==> src/rtl/regfile_sequencer.sv <==
// regfile_sequencer: single-issue execute/writeback sequencer for an
// 8 x 8-bit register file. Accepts one 16-bit instruction per handshake,
// reads operands, runs the 8-bit ALU and issues the write-back.
module regfile_sequencer (
    input  logic        clk,
    input  logic        rst,
    input  logic [15:0] instr,
    input  logic        instr_valid,
    output logic        instr_ready,
    output logic [2:0]  rf_rd_addr1,
    output logic [2:0]  rf_rd_addr2,
    input  logic [7:0]  rf_rd_data1,
    input  logic [7:0]  rf_rd_data2,
    output logic        rf_we,
    output logic [2:0]  rf_wr_addr,
    output logic [7:0]  rf_wr_data_alu,
    output logic [7:0]  rf_wr_data_imm,
    output logic        rf_wr_sel,
    output logic        done,
    output logic        illegal,
    output logic        flag_z,
    output logic        flag_c
);

    localparam logic [3:0] OP_NOP = 4'd0;
    localparam logic [3:0] OP_ADD = 4'd1;
    localparam logic [3:0] OP_SUB = 4'd2;
    localparam logic [3:0] OP_AND = 4'd3;
    localparam logic [3:0] OP_OR  = 4'd4;
    localparam logic [3:0] OP_XOR = 4'd5;
    localparam logic [3:0] OP_LDI = 4'd6;
    localparam logic [3:0] OP_MOV = 4'd7;

    typedef enum logic [1:0] {S_IDLE, S_READ, S_EXEC, S_WB} state_t;

    state_t      r_state;
    state_t      w_next;
    logic [3:0]  r_op;
    logic [2:0]  r_rs1;
    logic [2:0]  r_rs2;
    logic [2:0]  r_rd;
    logic [7:0]  r_imm;
    logic [7:0]  r_opa;
    logic [7:0]  r_opb;
    logic [7:0]  r_alu;
    logic        r_z;
    logic        r_c;
    logic        w_accept;
    logic        w_needs_read;
    logic [7:0]  w_res;
    logic        w_c;
    logic        w_flag_upd;

    assign rf_rd_addr1    = r_rs1;
    assign rf_rd_addr2    = r_rs2;
    assign rf_wr_addr     = r_rd;
    assign rf_wr_data_imm = r_imm;
    assign rf_wr_data_alu = r_alu;
    assign flag_z         = r_z;
    assign flag_c         = r_c;

    // ALU ops and MOV need register operands; LDI/NOP/illegal go straight to WB
    assign w_needs_read = (instr[15:12] >= OP_ADD) && (instr[15:12] <= OP_MOV)
                          && (instr[15:12] != OP_LDI);

    // Next-state and handshake/write-back control decode
    always_comb begin
        w_next      = r_state;
        instr_ready = 1'b0;
        rf_we       = 1'b0;
        rf_wr_sel   = 1'b0;
        done        = 1'b0;
        illegal     = 1'b0;
        w_accept    = 1'b0;
        case (r_state)
            S_IDLE: begin
                instr_ready = !rst;
                w_accept    = instr_valid && !rst;
                if (w_accept) begin
                    w_next = w_needs_read ? S_READ : S_WB;
                end
            end
            S_READ: w_next = S_EXEC;
            S_EXEC: w_next = S_WB;
            S_WB: begin
                done      = 1'b1;
                illegal   = r_op[3];
                rf_we     = !r_op[3] && (r_op != OP_NOP);
                rf_wr_sel = (r_op == OP_LDI);
                w_next    = S_IDLE;
            end
            default: w_next = S_IDLE;
        endcase
    end

    // ALU datapath on the captured operands
    always_comb begin
        w_res      = 8'd0;
        w_c        = 1'b0;
        w_flag_upd = 1'b1;
        case (r_op)
            OP_ADD:  {w_c, w_res} = {1'b0, r_opa} + {1'b0, r_opb};
            OP_SUB: begin
                w_res = r_opa - r_opb;
                w_c   = (r_opa < r_opb);
            end
            OP_AND:  w_res = r_opa & r_opb;
            OP_OR:   w_res = r_opa | r_opb;
            OP_XOR:  w_res = r_opa ^ r_opb;
            OP_MOV: begin
                w_res      = r_opa;
                w_flag_upd = 1'b0;
            end
            default: w_flag_upd = 1'b0;
        endcase
    end

    // State, instruction latch, operand capture and ALU/flag registers
    always_ff @(posedge clk) begin
        if (rst) begin
            r_state <= S_IDLE;
            r_op    <= 4'd0;
            r_rs1   <= 3'd0;
            r_rs2   <= 3'd0;
            r_rd    <= 3'd0;
            r_imm   <= 8'd0;
            r_opa   <= 8'd0;
            r_opb   <= 8'd0;
            r_alu   <= 8'd0;
            r_z     <= 1'b0;
            r_c     <= 1'b0;
        end else begin
            r_state <= w_next;
            if (w_accept) begin
                r_op  <= instr[15:12];
                r_rd  <= instr[11:9];
                r_rs1 <= instr[8:6];
                r_rs2 <= instr[5:3];
                r_imm <= instr[7:0];
            end
            if (r_state == S_READ) begin
                r_opa <= rf_rd_data1;
                r_opb <= rf_rd_data2;
            end
            if (r_state == S_EXEC) begin
                r_alu <= w_res;
                if (w_flag_upd) begin
                    r_z <= (w_res == 8'd0);
                    r_c <= w_c;
                end
            end
        end
    end

endmodule
==> config.mk <==
export PLATFORM = sky130hd
export DESIGN_NAME = regfile_sequencer
export DESIGN_NICKNAME = d
export VERILOG_FILES = /design/src/rtl/regfile_sequencer.sv
export SDC_FILE = /design/constraint.sdc
export NUM_CORES = 1
export LEC_CHECK = 0
export ABC_AREA = 1
export BUFFER_PORTS_ARGS = -buffer_cell sky130_fd_sc_hd__buf_2
export CAP_MARGIN = 20
export CORE_UTILIZATION = 39
export CTS_CLUSTER_SIZE = 14
export DETAILED_ROUTE_END_ITERATION = 12
export REMOVE_ABC_BUFFERS = 1
export SKIP_CTS_REPAIR_TIMING = 1
export SLEW_MARGIN = 10
export SYNTH_ARGS = -nofsm -noshare
export SYNTH_HDL_FRONTEND = slang
export SYNTH_SLANG_ARGS = --single-unit
==> constraint.sdc <==
create_clock -name clk -period 1.8 [get_ports clk]
set_input_delay 0.09 -clock clk [delete_from_list [all_inputs] [get_ports clk]]
set_output_delay 0.09 -clock clk [all_outputs]
set_load 0.03 [all_outputs]
==> results.txt <==
critical path capture point type - flop
cts bufs inserted - 5
root buffer cell - clkbuf_8
Yosys Warn Count - 0
critical path class - reg2reg
worst r2r path cells - 12
launch point of the worst reg-to-reg path - r_opa[0]
flop2flop setup slack - -0.07 ns
# DRC - 0
Peak VDD IR - 0.5543 mV
Max Cap Violations - 0
crit-path max FO - 3
status - finished, violations left
clock sinks - 44
ys async rst share - 0%
Die Y-Extent - 88.63 µm
CTS H-Tree Depth - 2
hold path start - instr[7]
fin crit share - 104.1%
Cell Rows - 31
Antenna Nets Post-Route - 0
Layout Cells excl Fill - 637
Hold/Removal Path Class - in2reg
fin util - 53.91%
vias in the first global route - 2677
Die ar. - 0.007854 mm²
# fillers - 736
critical path required time - 2.04 ns
Worst EP arrival - 2.12 ns
TritonRoute pass-1 iters - 4
Area Overhead vs Synth - 33.60%
Mean Syn Cell Area - 6.636 µm²
Starting DRT DRC Count - 159
Setup violations, final - 1
final hold slack - -0.02090 ns
antenna cells - 0
Bufs on Longest Clock Path - 2
highest clock rate - 533.7 MHz
Worst-Margin Slew - 0.3936 ns
Placed Cells - 627
total congestion overflow - 0
number of synthesized flops with an enable pin - 0
via density per instance - 4.794
static leakage - 0.001980 µW
DR WL/cell - 12.23 µm
first-pass GRT wire length - 12.45 mm
failing checks - hold timing, setup timing
clock slew at reported path FFs - 0.09 ns
core box area - 0.007253 mm²
pwr/cell area - 1646 mW/mm²
maximum number of pins on one net before global-route repair - 33
Port Buffer Count - 66
initial antenna violation count - 0
post-place instance area - 0.003587 mm²
layout cell share with drive strength beyond 1 - 31.41%
Setup crit start kind - flop
synthesized cell area - 0.002927 mm²
Hold Vio Cnt, Final - 10
Worst Hold Path Cells - 3
sequential element share of the synthesized area - 30.10%
Fin Clk Skew - 0.007674 ns
Seq cells post-synth - 44
Post-Layout Inst Area - 0.003910 mm²
Post-Route WL - 7.793 mm
Crit Reg-Reg Endpoint - flag_z
CTS tree - built
post-layout min period - 1.874 ns
die width - 88.63 µm
hpwl dp - 5.906 mm
RSZ-0062 raised after global routing - yes
Distinct cells, synth - 28
setup_tns - -0.07366 ns
top_reg_cell synth - dfxtp_1
# IOs - 67
vias after detailed routing - 3054
Starting Density - 40.35%
Max-Slew Margin vs Limit - 73.67%
CP startpoint - r_opa[0]
Placer Congestion - 0.9015
min setup slack post-route - -0.07366 ns
clk_lat worst skew - 0.31 ns
Final nets - 604
Worst Hold End - rf_rd_addr1[1]
GRT Util Overall - 20.48%
max-slew violations - 0
Syn Inst Count - 441
==> layout by cell type (no fill, tap or decap), types with 6 or more instances in the layout <==
master    instances
nand2_1          93
buf_2            66
inv_1            50
buf_4            40
dfxtp_1          39
nor2_1           37
nand3_1          37
o21ai_0          36
a21oi_1          25
ha_1             22
inv_2            10
nand2_2          10
nor2_2            7
ha_4              7
a21oi_2           6
nand3_2           6
clkbuf_8          6
==> cell type report <==
type	instances	area (µm²)	area share (%)
Multi-Input combinational cell	317	1896	48.48
Clock buffer	6	82.58	2.112
Tap cell	99	123.9	3.168
Timing Repair Buffer	108	650.6	16.64
Sequential cell	44	889.6	22.75
Inverter	61	229.0	5.856
Clock inverter	2	38.79	0.9920
==> synth_stat cells, types with 2 or more instances <==
library cell / number / area [µm²]
a21oi_1: 31 / 155.2
inv_2: 4 / 15.01
o22ai_1: 3 / 18.77
buf_4: 5 / 37.54
nor3_1: 2 / 10.01
ha_1: 30 / 375.4
nand2_1: 101 / 379.1
o21ai_0: 41 / 205.2
clkbuf_1: 11 / 41.29
o211ai_1: 4 / 30.03
nand2_2: 2 / 12.51
o31ai_1: 4 / 30.03
dfxtp_1: 44 / 880.8
nor2_2: 5 / 31.28
buf_2: 3 / 15.01
nand3b_1: 3 / 22.52
nand3_1: 43 / 215.2
nor2_1: 39 / 146.4
fa_1: 2 / 40.04
inv_1: 56 / 210.2
==> flip-flops by register name, summed over array words and instances (netlist names) <==
signal	flops
flag_z	1
flag_c	1
r_state	2
rf_wr_data_alu	8
rf_wr_data_imm	4
r_opa	8
r_opb	8
rf_rd_addr2	2
rf_rd_addr1	3
rf_wr_addr	3
r_op	4
==> worst max path at each step <==
stage,end,slack (ns),cells past startpoint
6_report,flag_z,-0.07,12
3_3_place_gp,flag_z,-0.1,13
2_1_floorplan,rf_rd_addr1[0],-0.02,5
5_1_grt,flag_z,-0.21,12
3_5_place_dp,flag_z,-0.16,14
4_1_cts,flag_z,-0.20,14
==> worst max-delay path, cell delays in order, from the launching register on <==
cell,delay [ns]
dfxtp_4,0.38
ha_4,0.13
inv_2,0.03
fa_2,0.50
nand3b_1,0.09
nand3_1,0.08
nor2_2,0.13
nand2_1,0.06
nor2_1,0.09
nand2_1,0.06
nor2_1,0.08
nand2_1,0.05
a21oi_1,0.12
==> metrics by stage <==
stage                     hold WS, ns  power [µW]  setup slack (ns)
final                        -0.02090        6435          -0.07366
after global routing         0.001172        7034           -0.2120
after CTS                    -0.02585        6009           -0.2031
after detailed placement       0.2938        5156           -0.1633
after global placement         0.2883        5111          -0.09755
after floorplan                0.1591        3806          -0.01582
==> kinds of logic after synthesis <==
logic type                 count (synthesis)  synth area share [%]
and+or+nand+nor                          197                 28.35
buffers and inverters                     80                 11.03
DFF                                       44                 30.10
AOI/OAI and AO/OA                         86                 15.73
xor gates and xnor gates                   2                0.5987
adders and majority gates                 32                 14.19
==> report_power, final <==
part           internal [µW]  leakage [µW]  total (µW)  switching [µW]
logic                   1680       0.00156        4100            2420
clock network            454     0.0000614         827             373
registers               1300      0.000364        1510             203
==> routing by layer <==
metal  global-route usage (%)  wire (µm)
met1                    28.03       3695
met2                    33.29       3683
met3                    3.078        288
met4                    6.158        125
met5                        0          0
Power figures use the tool's default switching activity.
